**config.mk**
```make
export PLATFORM = sky130hd
export DESIGN_NAME = alu_reservation_station
export DESIGN_NICKNAME = d
export VERILOG_FILES = /design/src/rtl/alu_reservation_station.sv
export SDC_FILE = /design/constraint.sdc
export NUM_CORES = 2
export LEC_CHECK = 0
export CORE_MARGIN = 2
export CORE_UTILIZATION = 25
export CTS_BUF_LIST = sky130_fd_sc_hd__clkbuf_2 sky130_fd_sc_hd__clkbuf_4 sky130_fd_sc_hd__clkbuf_8
export DETAILED_ROUTE_END_ITERATION = 10
export DONT_BUFFER_PORTS = 1
export RECOVER_POWER = 100
export SYNTH_ARGS = -nofsm -noshare
export SYNTH_HDL_FRONTEND = slang
export SYNTH_SLANG_ARGS = --single-unit
export TNS_END_PERCENT = 5
```
**constraint.sdc**
```tcl
create_clock -name clk_i -period 6.4 [get_ports clk_i]
set_input_delay 1.92 -clock clk_i [delete_from_list [all_inputs] [get_ports clk_i]]
set_output_delay 1.92 -clock clk_i [all_outputs]
set_load 0.02 [all_outputs]
```
**src/rtl/alu_reservation_station.sv**
```systemverilog
`default_nettype none
// ============================================================================
// Module   : alu_reservation_station
// Brief    : ALU reservation station: CDB operand capture, oldest-ready issue
//            into a registered slot. Macro RS_CDB_WAKEUP_EN lets entries woken
//            on the CDB this cycle be selected with the CDB value forwarded.
// Revision : 1.0
// ============================================================================
module alu_reservation_station #(
    parameter int ROBsize    = 8,
    parameter int ROBsizeLog = $clog2(ROBsize + 1),
    parameter int RS_DEPTH   = 4
) (
    input  logic                  clk_i,
    input  logic                  reset_i,
    input  logic                  flush_i,
    input  logic                  dispatchValid_i,
    input  logic [9:0]            dispatchCommands_i,
    input  logic [ROBsizeLog-1:0] dispatchDestTag_i,
    input  logic [63:0]           dispatchVal1_i,
    input  logic [63:0]           dispatchVal2_i,
    input  logic [ROBsizeLog-1:0] dispatchSrcTag1_i,
    input  logic [ROBsizeLog-1:0] dispatchSrcTag2_i,
    output logic                  rsFull_o,
    input  logic                  cdbValid_i,
    input  logic [ROBsizeLog-1:0] cdbTag_i,
    input  logic [63:0]           cdbVal_i,
    input  logic                  stallRS_i,
    output logic [63:0]           reservationStationVal1_o,
    output logic [63:0]           reservationStationVal2_o,
    output logic [9:0]            reservationStationCommands_o,
    output logic [ROBsizeLog-1:0] reservationStationTag_o,
    output logic                  readyRS_o
);
    localparam int c_age_w = $clog2(RS_DEPTH);
    localparam int c_idx_w = $clog2(RS_DEPTH);
    localparam logic [c_age_w-1:0] c_age_max = '1;

    logic [RS_DEPTH-1:0]   valid_q, valid_d;
    logic [c_age_w-1:0]    age_q  [RS_DEPTH];
    logic [c_age_w-1:0]    age_d  [RS_DEPTH];
    logic [9:0]            cmd_q  [RS_DEPTH];
    logic [9:0]            cmd_d  [RS_DEPTH];
    logic [ROBsizeLog-1:0] dest_q [RS_DEPTH];
    logic [ROBsizeLog-1:0] dest_d [RS_DEPTH];
    logic [ROBsizeLog-1:0] tag1_q [RS_DEPTH];
    logic [ROBsizeLog-1:0] tag1_d [RS_DEPTH];
    logic [ROBsizeLog-1:0] tag2_q [RS_DEPTH];
    logic [ROBsizeLog-1:0] tag2_d [RS_DEPTH];
    logic [63:0]           val1_q [RS_DEPTH];
    logic [63:0]           val1_d [RS_DEPTH];
    logic [63:0]           val2_q [RS_DEPTH];
    logic [63:0]           val2_d [RS_DEPTH];

    logic                  slotValid_q;
    logic [63:0]           slotVal1_q, slotVal2_q;
    logic [9:0]            slotCmd_q;
    logic [ROBsizeLog-1:0] slotTag_q;

    logic [RS_DEPTH-1:0]   w_hit1, w_hit2, w_ready;
    logic [63:0]           w_fwd1 [RS_DEPTH];
    logic [63:0]           w_fwd2 [RS_DEPTH];
    logic                  w_anyReady, w_freeFound, w_dispatch, w_load;
    logic [c_idx_w-1:0]    w_selIdx, w_freeIdx;
    logic [c_age_w-1:0]    w_selAge;

    // Per-entry CDB match and readiness; w_fwd* is the value as seen after capture.
    for (genvar i = 0; i < RS_DEPTH; i++) begin : g_entry
        assign w_hit1[i] = valid_q[i] && cdbValid_i && (tag1_q[i] != '0) && (tag1_q[i] == cdbTag_i);
        assign w_hit2[i] = valid_q[i] && cdbValid_i && (tag2_q[i] != '0) && (tag2_q[i] == cdbTag_i);
        assign w_fwd1[i] = w_hit1[i] ? cdbVal_i : val1_q[i];
        assign w_fwd2[i] = w_hit2[i] ? cdbVal_i : val2_q[i];
`ifdef RS_CDB_WAKEUP_EN
        assign w_ready[i] = valid_q[i] && ((tag1_q[i] == '0) || w_hit1[i])
                                       && ((tag2_q[i] == '0) || w_hit2[i]);
`else
        assign w_ready[i] = valid_q[i] && (tag1_q[i] == '0) && (tag2_q[i] == '0);
`endif
    end

    assign rsFull_o   = &valid_q;
    assign w_load     = !slotValid_q || !stallRS_i;
    assign w_dispatch = dispatchValid_i && w_freeFound && !flush_i;

    // Oldest ready entry (strict > keeps the lower index on ties) and lowest free entry.
    always_comb begin
        w_anyReady  = 1'b0;
        w_selIdx    = '0;
        w_selAge    = '0;
        w_freeFound = 1'b0;
        w_freeIdx   = '0;
        for (int i = 0; i < RS_DEPTH; i++) begin
            if (w_ready[i] && (!w_anyReady || (age_q[i] > w_selAge))) begin
                w_anyReady = 1'b1;
                w_selIdx   = c_idx_w'(i);
                w_selAge   = age_q[i];
            end
            if (!valid_q[i] && !w_freeFound) begin
                w_freeFound = 1'b1;
                w_freeIdx   = c_idx_w'(i);
            end
        end
    end

    always_comb begin
        valid_d = valid_q;
        age_d   = age_q;
        cmd_d   = cmd_q;
        dest_d  = dest_q;
        tag1_d  = tag1_q;
        tag2_d  = tag2_q;
        val1_d  = val1_q;
        val2_d  = val2_q;
        for (int i = 0; i < RS_DEPTH; i++) begin
            if (w_hit1[i]) begin
                tag1_d[i] = '0;
                val1_d[i] = cdbVal_i;
            end
            if (w_hit2[i]) begin
                tag2_d[i] = '0;
                val2_d[i] = cdbVal_i;
            end
            if (w_dispatch) begin
                if (w_freeIdx == c_idx_w'(i)) begin
                    age_d[i] = '0;
                end else if (valid_q[i] && (age_q[i] != c_age_max)) begin
                    age_d[i] = age_q[i] + 1'b1;
                end
            end
        end
        if (w_load && w_anyReady) begin
            valid_d[w_selIdx] = 1'b0;
        end
        if (w_dispatch) begin
            valid_d[w_freeIdx] = 1'b1;
            cmd_d[w_freeIdx]   = dispatchCommands_i;
            dest_d[w_freeIdx]  = dispatchDestTag_i;
            if (cdbValid_i && (dispatchSrcTag1_i != '0) && (dispatchSrcTag1_i == cdbTag_i)) begin
                tag1_d[w_freeIdx] = '0;
                val1_d[w_freeIdx] = cdbVal_i;
            end else begin
                tag1_d[w_freeIdx] = dispatchSrcTag1_i;
                val1_d[w_freeIdx] = dispatchVal1_i;
            end
            if (cdbValid_i && (dispatchSrcTag2_i != '0) && (dispatchSrcTag2_i == cdbTag_i)) begin
                tag2_d[w_freeIdx] = '0;
                val2_d[w_freeIdx] = cdbVal_i;
            end else begin
                tag2_d[w_freeIdx] = dispatchSrcTag2_i;
                val2_d[w_freeIdx] = dispatchVal2_i;
            end
        end
    end

    always_ff @(posedge clk_i) begin
        if (!reset_i || flush_i) begin
            valid_q     <= '0;
            age_q       <= '{default: '0};
            slotValid_q <= 1'b0;
            slotVal1_q  <= '0;
            slotVal2_q  <= '0;
            slotCmd_q   <= '0;
            slotTag_q   <= '0;
        end else begin
            valid_q <= valid_d;
            age_q   <= age_d;
            if (w_load) begin
                slotValid_q <= w_anyReady;
                if (w_anyReady) begin
                    slotVal1_q <= w_fwd1[w_selIdx];
                    slotVal2_q <= w_fwd2[w_selIdx];
                    slotCmd_q  <= cmd_q[w_selIdx];
                    slotTag_q  <= dest_q[w_selIdx];
                end
            end
        end
    end

    // Payload is qualified by valid_q, so it needs no reset.
    always_ff @(posedge clk_i) begin
        cmd_q  <= cmd_d;
        dest_q <= dest_d;
        tag1_q <= tag1_d;
        tag2_q <= tag2_d;
        val1_q <= val1_d;
        val2_q <= val2_d;
    end

    assign readyRS_o                    = slotValid_q;
    assign reservationStationVal1_o     = slotVal1_q;
    assign reservationStationVal2_o     = slotVal2_q;
    assign reservationStationCommands_o = slotCmd_q;
    assign reservationStationTag_o      = slotTag_q;

endmodule
`default_nettype wire

```
==> metrics.txt <==
H-Tree Level Count=4; overall via count from detail_route=approximately 36000; horizontal die dimension=between 300 and 400 um; Avg WL per Cell=26.4 um; leakage dissipation=roughly 15 nW; DR pass1 iterations=7; clock latency on the worst-skew pair=930 ps; routing layer with the top usage in global route=met2; quantity of I/O buffers inserted on ports=0; number of global-route vias before repair=33908; global-route wire length before repair=238 mm; count of antenna-violating nets left after detailed routing=0; leading cell types in the layout, fill and taps excluded=708 x nand2_1, 699 x dfxtp_1, 648 x nor2_1; number of vias per cell=~5.7; setup TNS=0 ps; met2 GRT Util=32.5%; dominant synthesized flop cell=dfxtp_1; required time of the worst setup path=7170 ps; classification of the worst-slack hold path=flop to flop; met3 Resource Use GR=under 10%; Post-Syn Nets=4761; post-cts hold buffer count=0; transition time at the pin with the least slew margin=4480 ps; final layout net count=4529; overall overflow remaining after global route=0; starting utilization of the core area=25.2%; Arr. time, crit path=just over 7000 ps; Power Dens Cells=about 270 nW/um^2; sum of net half-perimeters after detailed placement=~96 mm; number of max-slew violations in the final report=between 600 and 700; count of different cell masters after synthesis=51; vertical die dimension=390 um; share of async-settable or async-resettable flops after synthesis=0%; violations in the final reports=max-capacitance violations, max-slew violations; final setup violation count=0; TritonCTS Buffers=138; Peak VDD IR=0.196 mV; GRT met1 Usage=25.5%; post-layout min period=6380 ps; Slew HR=-198%; final worst-path cycle share=approximately 100%; setup skew after layout=between 70 and 80 ps; count of mapped cells out of synthesis=about 4500; portion of synthesized cell area occupied by the leading cell type=37.5%; mean cell area of the mapped netlist=8.24 sq um; flip-flop and latch count after synthesis=755; Fmax=approximately 160 MHz; area leader, netlist=dfxtp_1; clock root buffer master=clkbuf_8; DRC violation total after the first TritonRoute iteration=4041; remaining design rule violation count=0; clock edge transition at the registers on the reported setup and hold paths=roughly 60 ps; run status=finished, violations left; initial antenna violation count=9; growth of design area from synthesis to finish=12.0%; worst hold margin=484 ps; fraction of final layout cells sized beyond drive strength 1=15.1%; Std-Cell Core Area=148000 sq um; proportion of synthesized chip area in sequential cells=42.0%; Setup Buffers After CTS=0; Critical Path Fanout Max=153; total routing resource utilization after global routing=between 20% and 30%; Worst Setup End Kind=flop; largest buffer count on any clock path=3; maximum number of pins on one net before global-route repair=154; RSZ-0062 raised after global routing=false; most common cell after layout, fill and taps aside=nand2_1; class of the most critical setup path=input port to flop; top-level I/O count=368; type of origin of the critical path=input port; wire length reported by the detailed router=167 mm; Die ar.=152000 sq um; Core Rows=141; Placer Congestion=0.829; EDFF count, synth=56; # Max-Cap Violations=11; synth top area cells=dfxtp_1 38%, mux2_2 9.4%, nand2_1 7.2%; CTS tree=done; synth warn=0; cell area after technology mapping=around 37000 sq um; Final Hold Fails=0; clock sink count=755
==> routing by layer <==
layer,up-vias,part of all wire (%)
met5,-,0
met4,0,4.1
met3,423,12
met2,2138,44
met1,17681,39
li1,15922,-
==> flip-flops by register name, summed over array words and instances (netlist names) <==
register and flops:
val1_q 256, val2_q 256, reservationStationVal1_o 64, reservationStationVal2_o 64
cmd_q 40, dest_q 16, tag1_q 16, tag2_q 16
reservationStationCommands_o 10, age_q 8, reservationStationTag_o 4, valid_q 4
readyRS_o 1
==> stage by stage <==
stage / utilization (%) / power [W] / cells / cell area (sq um) / worst slack [ps]
2_1_floorplan: - / 0.00608 / 4527 / 37300 / 1360
3_3_place_gp: 26.4 / 0.00621 / 6083 / 39000 / 381
3_5_place_dp: 26.4 / 0.00626 / 6083 / 39000 / 357
4_1_cts: 28.3 / 0.0112 / 6320 / 41900 / 340
5_1_grt: 28.2 / 0.0115 / 6323 / 41800 / 7.06
6_report: 28.2 / 0.0111 / 6329 / 41800 / 17.3
==> path summary, 6_finish.rpt <==
kind,cells after the start,to,slack (ps),start
max,6,val1_q[108]$_DFF_P_,20,cdbTag_i[0]
min,2,tag2_q[11]$_DFF_P_,480,tag2_q[11]$_DFF_P_
max reg2reg,23,reservationStationVal1_o[43]$_SDFFE_PP0P_,350,tag1_q[13]$_DFF_P_
min reg2reg,2,tag2_q[11]$_DFF_P_,480,tag2_q[11]$_DFF_P_
==> area by class of cell <==
| class | count | area [sq um] |
|---|---|---|
| fillers | 15578 | 106000 |
| repair buffers | 85 | 761 |
| inverters | 9 | 38.8 |
| clock inverters | 32 | 338 |
| flip-flops and latches | 755 | 15700 |
| clock buffers | 205 | 2530 |
| multi-input cells | 3306 | 20000 |
| diodes | 7 | 17.5 |
| well taps | 1930 | 2410 |
==> where the power goes <==
group | switching (W) | total (W) | internal (W)
Combinational | 0.000434 | 0.000811 | 0.000377
Sequential | 0.000212 | 0.00538 | 0.00517
Clock | 0.00231 | 0.00496 | 0.00265
==> kinds of logic (layout without fill, tap and decap cells) <==
group,Yosys count,count (layout),synth area share (%)
muxes,413,413,12.1
xor gates and xnor gates,33,33,0.775
buffers and inverters,468,331,5.07
DFF,755,755,42.0
and+or+nand+nor,1752,1752,19.6
adders and majority gates,10,10,0.335
other,0,7,0
AOI/OAI and AO/OA,1096,1098,20.1
==> synthesized netlist by cell type (3+ instances only) <==
cell type	number
ha_1	10
o21ai_0	146
clkbuf_1	326
buf_1	46
edfxtp_1	56
buf_6	3
a21o_1	17
nand4_1	5
dfxtp_1	699
nor2_1	650
and3_1	40
o211ai_1	257
nor3_1	18
a211o_1	38
a31oi_1	7
nand2b_1	21
nor4_1	8
o22ai_1	292
nor3b_1	4
nor2b_1	5
nand3b_1	4
a22oi_1	8
buf_4	3
inv_1	7
mux2_2	312
o221ai_1	128
a41oi_1	8
nand2_1	713
o21ai_1	15
o32ai_1	64
a2bb2oi_1	3
nand3_1	197
xor2_1	22
and2_1	9
xnor2_1	11
buf_2	81
or3_1	68
a21oi_1	107
mux2i_1	101
==> worst max-delay path, cell delays in order <==
cell	delay, ps
or3_1	360
a21oi_1	190
clkbuf_2	3080
nand2_4	-110
clkbuf_2	1010
o221ai_1	540
==> timing repair <==
action,CTS,global route
setup endpoints to repair,0,36
resized for setup,0,1
endpoints found under the hold margin,0,0
Power figures use the tool's default switching activity.
